--- config.mk ---
export PLATFORM = sky130hd
export DESIGN_NAME = digdug_rom_loader
export DESIGN_NICKNAME = d
export VERILOG_FILES = /design/src/rtl/digdug_rom_loader.sv
export SDC_FILE = /design/constraint.sdc
export NUM_CORES = 1
export LEC_CHECK = 0
export ABC_AREA = 1
export CAP_MARGIN = 10
export CORE_MARGIN = 2
export CORE_UTILIZATION = 70
export CTS_BUF_LIST = sky130_fd_sc_hd__clkbuf_2 sky130_fd_sc_hd__clkbuf_4 sky130_fd_sc_hd__clkbuf_8
export DETAILED_ROUTE_END_ITERATION = 16
export DONT_BUFFER_PORTS = 1
export PLACE_DENSITY = 0.87
export SLEW_MARGIN = 20
export SYNTH_ARGS = -nofsm -noshare
export SYNTH_HDL_FRONTEND = slang
export SYNTH_SLANG_ARGS = --single-unit
--- constraint.sdc ---
create_clock -name MCLK -period 8.15 [get_ports MCLK]
set_input_delay 1.63 -clock MCLK [delete_from_list [all_inputs] [get_ports MCLK]]
set_output_delay 1.63 -clock MCLK [all_outputs]
set_load 0.05 [all_outputs]
--- src/rtl/digdug_rom_loader.sv ---
// Dig Dug ROM download sequencer: region decode, byte count,
// additive checksum and core reset ownership.
module digdug_rom_loader #(
  parameter int                    NUM_REG  = 8,
  parameter logic [NUM_REG*17-1:0] REG_END  = {17'h0A000, 17'h09000,
                                               17'h08000, 17'h07800,
                                               17'h07000, 17'h06000,
                                               17'h04000, 17'h00000},
  parameter logic [16:0]           EXPECT   = 17'h0A000,
  parameter int                    HOLD_CYC = 1024
) (
  input  logic               MCLK,
  input  logic               RESET,
  input  logic               ioctl_download,
  input  logic               ioctl_wr,
  input  logic [24:0]        ioctl_addr,
  input  logic [7:0]         ioctl_dout,
  input  logic               user_rst,
  output logic [NUM_REG-1:0] rom_we,
  output logic [15:0]        rom_ad,
  output logic [7:0]         rom_dt,
  output logic               core_reset,
  output logic               load_done,
  output logic               err_ovf,
  output logic               err_short,
  output logic [15:0]        checksum
);

  localparam int HW = $clog2(HOLD_CYC) + 1;

  typedef enum logic [1:0] {
    S_WAIT,
    S_LOAD,
    S_HOLD,
    S_RUN
  } state_t;

  state_t             r_state;
  state_t             w_next;
  logic               r_armed;
  logic [HW-1:0]      r_hold;
  logic [16:0]        r_cnt;
  logic [15:0]        r_sum;
  logic               r_ovf;
  logic               r_short;
  logic               r_done;
  logic [NUM_REG-1:0] r_we;
  logic [15:0]        r_ad;
  logic [7:0]         r_dt;

  logic               w_wr_ok;
  logic               w_in;
  logic               w_found;
  logic [NUM_REG-1:0] w_we;
  logic [15:0]        w_off;
  logic               w_start;
  logic               w_hold_ld;
  logic               w_done;
  logic               w_short;

  assign w_wr_ok = (r_state == S_LOAD) && ioctl_download && ioctl_wr;
  assign w_in    = ioctl_addr < {8'd0, EXPECT};
  // A download starts only after the window was seen low since reset.
  assign w_start = ioctl_download && r_armed && (r_state != S_LOAD);

  // Region decode: first region whose end lies above the address.
  always_comb begin
    logic [16:0] v_lo;
    logic [16:0] v_hi;
    w_found = 1'b0;
    w_we    = '0;
    w_off   = '0;
    v_lo    = '0;
    for (int i = 0; i < NUM_REG; i++) begin
      v_hi = REG_END[i*17 +: 17];
      if (!w_found && (ioctl_addr < {8'd0, v_hi})) begin
        w_found = 1'b1;
        w_we[i] = 1'b1;
        w_off   = ioctl_addr[15:0] - v_lo[15:0];
      end
      v_lo = v_hi;
    end
  end

  // Next-state logic and one-cycle event flags.
  always_comb begin
    w_next    = r_state;
    w_hold_ld = 1'b0;
    w_done    = 1'b0;
    w_short   = 1'b0;
    unique case (r_state)
      S_WAIT: begin
        if (w_start) w_next = S_LOAD;
      end
      S_LOAD: begin
        if (!ioctl_download) begin
          if (r_cnt == EXPECT) begin
            w_next    = S_HOLD;
            w_hold_ld = 1'b1;
            w_done    = 1'b1;
          end else begin
            w_next  = S_WAIT;
            w_short = 1'b1;
          end
        end
      end
      S_HOLD: begin
        if (w_start) begin
          w_next = S_LOAD;
        end else if (user_rst) begin
          w_hold_ld = 1'b1;
        end else if (r_hold == HW'(HOLD_CYC - 1)) begin
          w_next = S_RUN;
        end
      end
      S_RUN: begin
        if (w_start) begin
          w_next = S_LOAD;
        end else if (user_rst) begin
          w_next    = S_HOLD;
          w_hold_ld = 1'b1;
        end
      end
      default: w_next = S_WAIT;
    endcase
  end

  // State register and download-window arming.
  always_ff @(posedge MCLK or posedge RESET) begin
    if (RESET) begin
      r_state <= S_WAIT;
      r_armed <= 1'b0;
    end else begin
      r_state <= w_next;
      if (!ioctl_download) r_armed <= 1'b1;
    end
  end

  // Reset hold counter.
  always_ff @(posedge MCLK or posedge RESET) begin
    if (RESET) begin
      r_hold <= '0;
    end else if (w_hold_ld) begin
      r_hold <= '0;
    end else if (r_state == S_HOLD) begin
      r_hold <= r_hold + 1'b1;
    end
  end

  // Registered write port toward the ROM regions.
  always_ff @(posedge MCLK or posedge RESET) begin
    if (RESET) begin
      r_we <= '0;
      r_ad <= '0;
      r_dt <= '0;
    end else begin
      r_we <= '0;
      if (w_wr_ok && w_in && w_found) begin
        r_we <= w_we;
        r_ad <= w_off;
        r_dt <= ioctl_dout;
      end
    end
  end

  // Byte count, checksum and status flags of the current download.
  always_ff @(posedge MCLK or posedge RESET) begin
    if (RESET) begin
      r_cnt   <= '0;
      r_sum   <= '0;
      r_ovf   <= 1'b0;
      r_short <= 1'b0;
      r_done  <= 1'b0;
    end else if (w_start) begin
      r_cnt   <= '0;
      r_sum   <= '0;
      r_ovf   <= 1'b0;
      r_short <= 1'b0;
      r_done  <= 1'b0;
    end else begin
      if (w_wr_ok) begin
        if (w_in) begin
          if (r_cnt != '1) r_cnt <= r_cnt + 1'b1;
          r_sum <= r_sum + {8'd0, ioctl_dout};
        end else begin
          r_ovf <= 1'b1;
        end
      end
      if (w_done)  r_done  <= 1'b1;
      if (w_short) r_short <= 1'b1;
    end
  end

  assign rom_we     = r_we;
  assign rom_ad     = r_ad;
  assign rom_dt     = r_dt;
  assign core_reset = (r_state != S_RUN);
  assign load_done  = r_done;
  assign err_ovf    = r_ovf;
  assign err_short  = r_short;
  assign checksum   = r_sum;

endmodule

=== After elaboration in Yosys (flattened, before gate mapping) ===
Index checks and enable logic that the tools add are counted.

* Bits in registers: 82
* Input port bits: 38
* Logic and storage cells: 132

* Add/subtract/negate cells: 9
* Order comparisons: 8
* Equal/unequal tests: 14
* Mux-type cells: 58
* Reduce and logical (&&, ||, !) cells: 32

{| class="wikitable"
|+ Operators with widths
! cell !! number
|-
| two-way mux 16 bit || 11
|-
| less-than comparator 25 x 15 -> 1 bit (second input constant) || 4
|-
| less-than comparator 25 x 16 -> 1 bit (second input constant) || 3
|-
| two-way mux 17 bit || 4
|-
| subtractor 16 x 15 -> 16 bit (second input constant) || 4
|-
| subtractor 16 bit (second input constant) || 2
|-
| two-way mux 1 bit || 30
|-
| less-than comparator 25 x 1 -> 1 bit (second input constant) || 1
|-
| two-way mux 11 bit || 2
|-
| adder 17 x 1 -> 17 bit (second input constant) || 1
|-
| == test 17 x 16 -> 1 bit (second input constant) || 1
|-
| != test 17 bit (second input constant) || 1
|-
| adder 16 x 8 -> 16 bit || 1
|-
| two-way mux 2 bit || 8
|-
| logical AND 1 bit || 13
|-
| nonzero test 2 bit || 6
|-
| adder 11 x 1 -> 11 bit (second input constant) || 1
|-
| == test 11 x 10 -> 1 bit (second input constant) || 1
|-
| != test 3 bit (second input constant) || 3
|-
| two-way mux 8 bit || 1
|-
| one-hot mux 2 bit (4 select lines) || 1
|-
| logical NOT 1 bit || 7
|-
| != test 2 bit (second input constant) || 3
|-
| AND reduction 5 bit || 1
|-
| 8 further kinds || 11
|}

=== Logic depth before layout (Yosys ltp) ===
Gate-level depths: netlist (run 1).

* Depth in word-level cells: 25
* Gate-level depth with buffers: 14
* Depth with buffers taken out: 14

=== Least setup slack after synthesis (run 1) ===
Ideal clock, no wire load.

* Path kind: input to register
* Start point: in ioctl_addr[14]
* End point: reg r_cnt[10]
* Library setup time: 119 ps
* Arrival time: 3,025 ps
* Setup slack: 5,006 ps
* Stages: 12
* Cell sequence: clkbuf_1 > inv_1 > ha_1 > nor2_1 > nor2_1 > nand3_4 > nor2_8 > nor2_4 > clkinv_4 > nand3_1 > nand2_1 > and2_1

* Longest elaborated chain between the ends: 3

{| class="wikitable"
|+ RTL lines
! item !! line !! text
|-
| start: declaration || 16 || <nowiki>input logic [24:0] ioctl_addr,</nowiki>
|-
| less-than comparator 25 x 16 -> 1 bit || 62 || <nowiki>assign w_in = ioctl_addr < {8'd0, EXPECT};</nowiki>
|-
| nonzero test 2 bit (no source line) || -- ||
|-
| AND reduction 3 bit (no source line) || -- ||
|-
| end signal: assignment || 183 || <nowiki>if (r_cnt != '1) r_cnt <= r_cnt + 1'b1;</nowiki>
|-
| end: declaration || 42 || <nowiki>logic [16:0] r_cnt;</nowiki>
|}

Every way passes these cells.
A chain may end at the register's enable or synchronous reset.

=== Final worst setup path (run 1) ===
* Start point: in ioctl_addr[14]
* End point: reg r_ad[13] (netlist: rom_ad[13])

* Longest elaborated chain between the ends: 24
* Elaborated cells between the ends (all ways): 40
* Classes of those cells: order compare (8); mux (16); reduce/logical (16)

{| class="wikitable"
|+ RTL lines
! item !! line !! text
|-
| less-than comparator 25 x 1 -> 1 bit || 76 || <nowiki>if (!w_found && (ioctl_addr < {8'd0, v_hi})) begin</nowiki>
|-
| two-way mux 1 bit || 76 ||
|-
| logical NOT 1 bit || 76 ||
|-
| logical AND 1 bit || 76 ||
|-
| two-way mux 1 bit || 76 ||
|-
| logical NOT 1 bit || 76 ||
|-
| logical AND 1 bit || 76 ||
|-
| two-way mux 1 bit || 76 ||
|-
| [8 not listed] || -- ||
|-
| two-way mux 1 bit || 76 ||
|-
| logical NOT 1 bit || 76 ||
|-
| logical AND 1 bit || 76 ||
|-
| two-way mux 1 bit || 76 ||
|-
| logical NOT 1 bit || 76 ||
|-
| logical AND 1 bit || 76 ||
|-
| two-way mux 1 bit || 76 ||
|-
| logical AND 1 bit || 158 || <nowiki>if (w_wr_ok && w_in && w_found) begin</nowiki>
|-
| end signal: assignment || 160 || <nowiki>r_ad <= w_off;</nowiki>
|-
| end: declaration || 48 || <nowiki>logic [15:0] r_ad;</nowiki>
|}

Several ways; a longest one is shown, not always the timed one.

==> results_dict.tcl, run 1 <==
set metrics [dict create \
    run_status "complete, no violations" \
    async_flop_share 1.00 \
    synthAdderAreaFrac 0.0529 \
    grt_pass1_wl_um 17400 \
    finalSetupTns_ns 0 \
    grt_pass1_vias 3893 \
    yosysSeqAreaShare 0.437 \
    fin_skew_ns 0.0132 \
    first_iter_violations 262 \
    mostFrequentLayoutCell "nand2_1" \
    fin_util 0.765 \
    cts_buffer_depth 2 \
    cts_tree "built" \
    drc_errors 0 \
    placed_cell_area_um2 4680 \
    setup_viol 0 \
    synth-xor-area-share 0.0378 \
    vias 4090 \
    syn_area_per_cell_um2 7.66 \
    routedWlPerCell_um 15.1 \
    cts_root_buffer "clkbuf_8" \
    startpoint_type "input port" \
    antenna_cells 0 \
    synthSimpleGateAreaFrac 0.326 \
    drt-total-wl_um 10400 \
    design_area_um2 4890 \
    clk_transition_reported_paths_ns 0.08 \
    final_cell_mix "nand2_1 (180), dfrtp_1 (81), nor2_1 (69)" \
    multi_input_area_um2 2310 \
    cts_sinks 81 \
    htreeDepth 3 \
    timing.final.crit_share 0.461 \
    place_congestion 1.04 \
    regArea_um2 2030 \
    holdBufCountCts 0 \
    worstPathArrival_ns 4.00 \
    ys_ff_latch 81 \
    post_cts_buffers 0 \
    start_util 0.726 \
    syn_to_final_growth_pct 5.43 \
    min_to "r_cnt[16]" \
    cap_viol_max_count 0 \
    track_usage 0.297 \
    dr.pass1.iters 5 \
    antenna_found_initial 0 \
    rsz0062_at_grt "false" \
    die_width_um 85.4 \
    drtAntennaViolNets 0 \
    die-area_um2 7290 \
    pin_count 90 \
    grt_max_degree 49 \
    hp-class "reg2reg" \
    nFillCells 451 \
    hold_path_depth 2 \
    synth_top_family_by_area "simple AND/OR/NAND/NOR gates" \
    synth_mux_area_frac 0 \
    ff2ff_path_depth 14 \
    rrSetupSlack_ns 5.26 \
    synth-compound-area-share 0.0813 \
    rr_startpoint "r_cnt[0]" \
    r2r-end "r_cnt[10]" \
    ys.flop_type "dfrtp_1" \
    pwr_density_cell_nw_per_um2 181 \
    die_y_um 85.4 \
    yosysUniqueCellTypes 44 \
    hp-start "r_cnt[16]" \
    ir_drop_mv 0.169 \
    critical_path.max_fanout 41 \
    timing.final.hold_violations 0 \
    tightestPinTransition_ns 0.791 \
    overflow 0 \
    cp-end-kind "flop" \
    worstSetupPathType "in2reg" \
    worstSkewPairLatency_ns 0.35 \
    power.leakage_nw 2.42 \
    syn_inst 605 \
    finalWorstPathRequiredPeriod_ns 3.76 \
    yosys_warnings 0 \
    io_buffers 0 \
    ctsResizeCount 0 \
    dp_hpwl_um 7360 \
    fmaxAchievable_ghz 0.266 \
    rows 29 \
    worstPathRequired_ns 8.39 \
    synth_edf_count 0 \
    fin_nets 661 \
    coreArea_um2 6390 \
    drive_gt1_frac 0.0608 \
    via_per_inst 5.96 \
    syn-num-nets 662 \
    slew_headroom 0.469 \
    synthesis.area_um2 4630 \
    drv_slew 0 \
    numCtsBuffers 9 \
]
-- cell usage after synthesis, types with 2 or more instances --
| master | number | area (um2) |
|---|---|---|
| nor3_1 | 11 | 55.1 |
| xor2_1 | 10 | 87.6 |
| nor3b_1 | 2 | 15.0 |
| nand4_1 | 17 | 106 |
| dfrtp_1 | 81 | 2030 |
| inv_1 | 56 | 210 |
| a22o_1 | 2 | 17.5 |
| nor2_4 | 2 | 22.5 |
| o22ai_1 | 2 | 12.5 |
| inv_2 | 4 | 15.0 |
| o211ai_1 | 3 | 22.5 |
| nor4_1 | 5 | 31.3 |
| nor2_2 | 3 | 18.8 |
| nand3_1 | 37 | 185 |
| a21oi_1 | 21 | 105 |
| o31ai_1 | 6 | 45.0 |
| o21ai_0 | 21 | 105 |
| nand2_1 | 180 | 676 |
| ha_1 | 18 | 225 |
| nand3b_1 | 5 | 37.5 |
| and2_1 | 2 | 12.5 |
| o21ai_1 | 5 | 25.0 |
| xnor2_1 | 10 | 87.6 |
| buf_2 | 5 | 25.0 |
| nor2_1 | 69 | 259 |
| or2_2 | 5 | 31.3 |
| clkbuf_1 | 6 | 22.5 |
-- state kept, by name, indices dropped and copies added, names as in the netlist --
name       flops
r_armed        1
err_ovf        1
rom_dt         8
r_state        2
checksum      16
load_done      1
err_short      1
rom_we         7
rom_ad        16
r_cnt         17
r_hold        11
-- worst max-delay path: stages --
cell and delay, ns:
inv_1 0.08, ha_1 0.20, nor2_1 0.10, nor2_1 0.09
nand3_4 0.40, clkinv_1 0.79, or2_2 0.57, inv_1 0.08
a21oi_1 0.04
-- through the flow --
step / setup slack, ns / hold slack, ns / instances / total power [mW]
2_1_floorplan: 4.44 / 0.470 / 605 / 0.563
3_3_place_gp: 4.20 / 0.492 / 670 / 0.586
3_5_place_dp: 4.12 / 0.517 / 670 / 0.592
4_1_cts: 4.44 / 0.540 / 686 / 0.888
5_1_grt: 4.27 / 0.576 / 686 / 0.923
6_report: 4.39 / 0.544 / 686 / 0.885
-- per-layer routing --
layer	GRT usage	vias to the layer above	share of wire
met5	0	-	0
met3	0.0642	17	0.070
met1	0.383	1937	0.43
li1	-	1964	-
met2	0.489	172	0.48
met4	0.118	0	0.017
-- cell families after synthesis --
kind of cell / Yosys count
AO/OA/AOI/OAI: 66
XOR/XNOR: 20
adder cells (fa/ha/maj): 19
buffers and inverters: 75
flip-flops: 81
other: 1
AND/OR/NAND/NOR: 343
-- layout make-up --
cell class	instances	area share
inverters	62	0.0489
flip-flops and latches	81	0.415
multi-input cells	449	0.473
repair buffers	1	0.00154
clock inverters	4	0.0108
well taps	77	0.0197
clock buffers	12	0.0312
-- how the worst max path moves through the flow --
stage                     cells past startpoint           start  slack [ns]          end
after floorplan                               1           RESET        4.44  checksum[0]
after global placement                        9  ioctl_addr[14]        4.20   rom_ad[13]
after detailed placement                      9  ioctl_addr[14]        4.12   rom_ad[14]
after CTS                                     9  ioctl_addr[14]        4.44   rom_ad[13]
after global routing                          9  ioctl_addr[14]        4.27   rom_ad[13]
final                                         9  ioctl_addr[14]        4.39   rom_ad[13]
-- report_power, final --
part | switching [mW] | internal, mW | leakage (nW)
sequential | 0.0467 | 0.425 | 1.11
clock | 0.143 | 0.157 | 0.0957
combinational | 0.0767 | 0.0373 | 1.21
Power figures use the tool's default switching activity.
==> run 2: changes to the inputs <==
--- a/config.mk
+++ b/config.mk
@@ -8,11 +8,11 @@
 export ABC_AREA = 1
 export CAP_MARGIN = 10
 export CORE_MARGIN = 2
-export CORE_UTILIZATION = 70
+export CORE_UTILIZATION = 60
 export CTS_BUF_LIST = sky130_fd_sc_hd__clkbuf_2 sky130_fd_sc_hd__clkbuf_4 sky130_fd_sc_hd__clkbuf_8
 export DETAILED_ROUTE_END_ITERATION = 16
 export DONT_BUFFER_PORTS = 1
-export PLACE_DENSITY = 0.87
+export PLACE_DENSITY = 0.8
 export SLEW_MARGIN = 20
 export SYNTH_ARGS = -nofsm -noshare
 export SYNTH_HDL_FRONTEND = slang
==> constraint.sdc (replaced) <==
create_clock -name MCLK -period 3.3 [get_ports MCLK]
set_input_delay 0.66 -clock MCLK [delete_from_list [all_inputs] [get_ports MCLK]]
set_output_delay 0.66 -clock MCLK [all_outputs]
set_load 0.05 [all_outputs]
==> run 2 against run 1 <==
Compared with the run above: global-route usage shrank 3.2 points; critical path depth grew 5; die area grew 16%; hold slack got worse by 0.26 ns; via count decreased by 1.1%; sequential power is 150% higher; clock-buffer cell count decreased by 1; total power rose by 150%; setup slack worse by 3.8 ns; sequential share of layout area is 0.51 points lower; register-to-register slack lost 4.7 ns; critical path type is now reg2reg.
==> results_dict.tcl, run 2 (same netlist as run 1, synthesis figures left out) <==
set metrics [dict create \
    drtAntennaViolNets 0 \
    drive_gt1_frac 0.0669 \
    die-area_um2 8440 \
    grt_pass1_wl_um 18100 \
    mostFrequentLayoutCell "nand2_1" \
    via_per_inst 5.66 \
    finalSetupTns_ns 0 \
    fin_nets 665 \
    start_util 0.609 \
    drc_errors 0 \
    place_congestion 0.916 \
    cts_sinks 81 \
    startpoint_type "flop" \
    tightestPinTransition_ns 0.706 \
    slew_headroom 0.529 \
    cts_tree "built" \
    coreArea_um2 7610 \
    first_iter_violations 239 \
    numCtsBuffers 9 \
    htreeDepth 3 \
    largest_register_ffs 17 \
    grt_max_degree 42 \
    fmaxAchievable_ghz 0.371 \
    slowest_delay_ns 0.43 \
    dp_hpwl_um 7810 \
    rr_startpoint "r_cnt[0]" \
    ir_drop_mv 0.326 \
    fin_util 0.650 \
    rows 32 \
    timing.final.crit_share 0.817 \
    antenna_found_initial 0 \
    largest-register "r_cnt" \
    crit_start "r_cnt[0]" \
    worstSkewPairLatency_ns 0.34 \
    grt_pass1_vias 3789 \
    power.leakage_nw 2.45 \
    cts_root_buffer "clkbuf_8" \
    finalPower_mw 2.18 \
    clk_transition_reported_paths_ns 0.08 \
    drt-total-wl_um 10500 \
    fin_skew_ns 0.0100 \
    syn_to_final_growth_pct 6.75 \
    worstPathArrival_ns 2.93 \
    worstPathCellList "ha_1 > nand3_1 > nor2_1 > inv_1 > nor2_1 > nand3_1 > nor4_1 > ha_1 > nor2_8 > nor2_4 > clkinv_4 > nand3_1 > nand2_1 > and2_1" \
    run_status "complete, no violations" \
    cts_buffer_depth 2 \
    vias 4046 \
    hp-class "in2async" \
    overflow 0 \
    critPathSlowestCell "dfrtp_1" \
    track_usage 0.265 \
    holdBufCountCts 0 \
    final_cell_mix "nand2_1 (180), dfrtp_1 (81), nor2_1 (69)" \
    critical_path.max_fanout 10 \
    die_y_um 91.9 \
    antenna_cells 0 \
    worstPathRequired_ns 3.53 \
    die_width_um 91.9 \
    pin_count 90 \
    post_cts_buffers 0 \
    dr.pass1.iters 5 \
    ctsResizeCount 0 \
    multi_input_area_um2 2310 \
    timing.final.hold_violations 0 \
    nFillCells 686 \
    worstSetupPathType "reg2reg" \
    finalWorstPathRequiredPeriod_ns 2.70 \
    cp-end-kind "flop" \
    drv_slew 0 \
    setup_viol 0 \
    cap_viol_max_count 0 \
    path_common_cell "nand3_1" \
    rsz0062_at_grt "false" \
    pwr_density_cell_nw_per_um2 442 \
    regArea_um2 2030 \
    routedWlPerCell_um 14.6 \
    io_buffers 0 \
]
## run 2: cell count changes in the layout (fill, tap and decap cells not counted), sizes merged
cell | previous run | this run
buf | 1 | 5
clkinv | 3 | 7
clkinvlp | 3 | 0
clkbuf | 12 | 11
## run 2: cell type report
cell class	count	area share
Tap cell	102	0.0258
Clock inverter	5	0.0109
Timing Repair Buffer	5	0.00759
Clock buffer	11	0.0306
Multi-Input combinational cell	449	0.467
Sequential cell	81	0.410
Inverter	62	0.0483
## run 2: per-stage QoR
step	hold slack, ns	instance area (um2)	setup slack, ns	std cells
3_5_place_dp	0.511	4740	0.640	699
2_1_floorplan	0.470	4630	0.560	605
6_report	0.285	4950	0.603	715
3_3_place_gp	0.499	4740	0.804	699
5_1_grt	0.344	4950	0.264	715
4_1_cts	0.309	4950	0.636	715
## run 2: path summary, 6_finish.rpt
path	end	slack (ns)	cells after the start
worst max-delay path	r_cnt[10]	0.60	14
worst min-delay path	checksum[7]	0.29	1
worst max register to register	r_cnt[10]	0.60	14
worst min register to register	r_armed	0.53	2
max in group asynchronous	err_ovf	2.27	2
min in group MCLK	r_armed	0.39	1
## run 2: metal layers
layer / track usage / wire (um)
met1: 0.355 / 4530
met3: 0.0509 / 675
met5: 0 / 0
met4: 0.0883 / 165
met2: 0.434 / 5090
## run 2: report_power, final
group	internal [mW]	switching, mW
registers	1.05	0.117
clock network	0.389	0.352
logic	0.0944	0.183
## run 2: worst max-delay path: cells and delay by family, from the launching register on
kind                     cells  cell delay, ns
AND/OR/NAND/NOR             10            1.43
flip-flops                   1            0.43
buffers and inverters        2            0.20
adder cells (fa/ha/maj)      2            0.53
==> run 3: changes to the inputs <==
--- a/config.mk
+++ b/config.mk
@@ -8,11 +8,11 @@
 export ABC_AREA = 1
 export CAP_MARGIN = 10
 export CORE_MARGIN = 2
-export CORE_UTILIZATION = 60
+export CORE_UTILIZATION = 66
 export CTS_BUF_LIST = sky130_fd_sc_hd__clkbuf_2 sky130_fd_sc_hd__clkbuf_4 sky130_fd_sc_hd__clkbuf_8
 export DETAILED_ROUTE_END_ITERATION = 16
 export DONT_BUFFER_PORTS = 1
-export PLACE_DENSITY = 0.8
+export PLACE_DENSITY = 0.83
 export SLEW_MARGIN = 20
 export SYNTH_ARGS = -nofsm -noshare
 export SYNTH_HDL_FRONTEND = slang
==> constraint.sdc (replaced) <==
create_clock -name MCLK -period 2.7 [get_ports MCLK]
set_input_delay 0.54 -clock MCLK [delete_from_list [all_inputs] [get_ports MCLK]]
set_output_delay 0.54 -clock MCLK [all_outputs]
set_load 0.05 [all_outputs]
==> run 3 against run 2 <==
Compared with the run above: critical path depth did not move; hold slack got worse by 0.12 ns; sequential power rose by 21%; setup slack got worse by 0.44 ns; clock-buffer cell count fell by 1; largest cell class unchanged; highest routed layer unchanged.
==> results_dict.tcl, run 3 (same netlist as run 1, synthesis figures left out) <==
set metrics [dict create \
    run_status "complete, no violations" \
    largest-register "r_cnt" \
    worstSkewPairLatency_ns 0.35 \
    die-area_um2 7710 \
    hp-class "in2async" \
    grt_pass1_wl_um 17600 \
    crit_start "r_cnt[0]" \
    fmaxAchievable_ghz 0.394 \
    grt_max_degree 45 \
    ir_drop_mv 0.464 \
    rr_startpoint "r_cnt[0]" \
    via_per_inst 5.72 \
    tightestPinTransition_ns 0.741 \
    coreArea_um2 6790 \
    rrSetupSlack_ns 0.16 \
    worstPathRequired_ns 2.95 \
    rows 30 \
    place_inst 700 \
    layout.cells.non_filler 717 \
    grt_util_met3 0.0603 \
    dr.pass1.iters 5 \
    numCtsBuffers 9 \
    drv_slew 0 \
    drc_errors 0 \
    grt_pass1_vias 3888 \
    die_y_um 87.8 \
    worstSetupPathType "reg2reg" \
    timing.final.crit_share 0.941 \
    startpoint_type "flop" \
    path_common_cell "nand3_1" \
    largest_register_ffs 17 \
    slew_headroom 0.506 \
    power.leakage_nw 2.49 \
    slowest_delay_ns 0.42 \
    cts_sinks 81 \
    syn_to_final_growth_pct 8.61 \
    first_iter_violations 281 \
    critPathBufInv 2 \
    cp-end-kind "flop" \
    worstPathArrival_ns 2.79 \
    io_buffers 0 \
    antenna_found_initial 0 \
    critPathSlowestCell "dfrtp_1" \
    drtAntennaViolNets 0 \
    die_width_um 87.8 \
    overflow 0 \
    fin_nets 673 \
    timing.final.hold_violations 0 \
    pwr_density_cell_nw_per_um2 550 \
    globalRouteMet1Util 0.374 \
    fin_util 0.741 \
    mostFrequentLayoutCell "nand2_1" \
    drive_gt1_frac 0.0837 \
    htreeDepth 3 \
    placed_cell_area_um2 4790 \
    finalPower_mw 2.77 \
    fin_skew_ns 0.0129 \
    design_area_um2 5030 \
    antenna_cells 0 \
    critical_path.max_fanout 10 \
    cpLargestDelayFamily "simple AND/OR/NAND/NOR gates" \
    worstPathCellList "ha_1 > nand3_1 > nor2_2 > inv_1 > nor2_1 > nand3_1 > nor4_2 > ha_2 > nor2_8 > nor2_4 > clkinv_4 > nand3_1 > nand2_1 > and2_1" \
    routedWlPerCell_um 15.2 \
    track_usage 0.289 \
    dp_hpwl_um 7870 \
    finalWorstPathRequiredPeriod_ns 2.54 \
    place_congestion 0.984 \
    r2r-end "r_cnt[10]" \
    ff2ff_path_depth 14 \
    drt-total-wl_um 10900 \
    clk_transition_reported_paths_ns 0.09 \
    vias 4098 \
    grt.busiest_layer "met2" \
    cts_root_buffer "clkbuf_8" \
    pin_count 90 \
    cts_tree "built" \
    cts_buffer_depth 2 \
    grt_use_met2 0.493 \
    setup_viol 0 \
    start_util 0.682 \
    holdBufCountCts 0 \
    cap_viol_max_count 0 \
    final_cell_mix "nand2_1 (180), dfrtp_1 (81), nor2_1 (68)" \
]
==> run 3: cell count changes in the layout (fill, tap and decap cells not counted) <==
cell        previous run  this run
inv_6                  0         1
nor4_1                 5         4
clkbuf_8              11        10
clkinvlp_4             0         1
nor2_1                69        68
nor2_2                 3         4
buf_4                  5        13
ha_1                  18        17
nor4_2                 0         1
clkinv_2               4         2
bufinv_16              1         2
ha_2                   0         1
==> run 3: final cells by class <==
cell class	instances	area (um2)
clock buffer	10	138
clock inverter	6	90.1
fill	537	1760
inverter	62	239
multi-input combinational	449	2320
sequential	81	2030
tap	96	120
timing repair buffer	13	97.6
==> run 3: worst max-delay path by stage <==
stage / cells past startpoint / end
2_1_floorplan: 1 / checksum[0]
3_3_place_gp: 14 / r_cnt[10]
3_5_place_dp: 14 / r_cnt[10]
4_1_cts: 14 / r_cnt[10]
5_1_grt: 14 / r_cnt[2]
6_report: 14 / r_cnt[10]
==> run 3: layer usage <==
layer | share of wire | up-vias
li1 | - | 1975
met1 | 0.42 | 1927
met2 | 0.49 | 175
met3 | 0.076 | 21
met4 | 0.016 | 0
met5 | 0 | -
==> run 3: metrics by stage <==
step	hold slack (ns)	TNS (ns)	worst slack [ns]
floorplan	0.470	0	0.0799
global placement	0.503	0	0.193
detailed placement	0.521	0	0.0545
CTS	0.185	0	0.0499
global route	0.213	-0.449	-0.0898
finish	0.162	0	0.159
==> run 3: report_power, final <==
part	internal (mW)	switching, mW	total [mW]
sequential	1.28	0.141	1.42
combinational	0.120	0.231	0.351
clock	0.549	0.445	0.994
==> run 3: repair_timing <==
| item | CTS | global route |
|---|---|---|
| setup buffers | 0 | 1 |
| endpoints found under the hold margin | 0 | 0 |
| resized for setup | 0 | 3 |
| endpoints found under the setup margin | 0 | 14 |
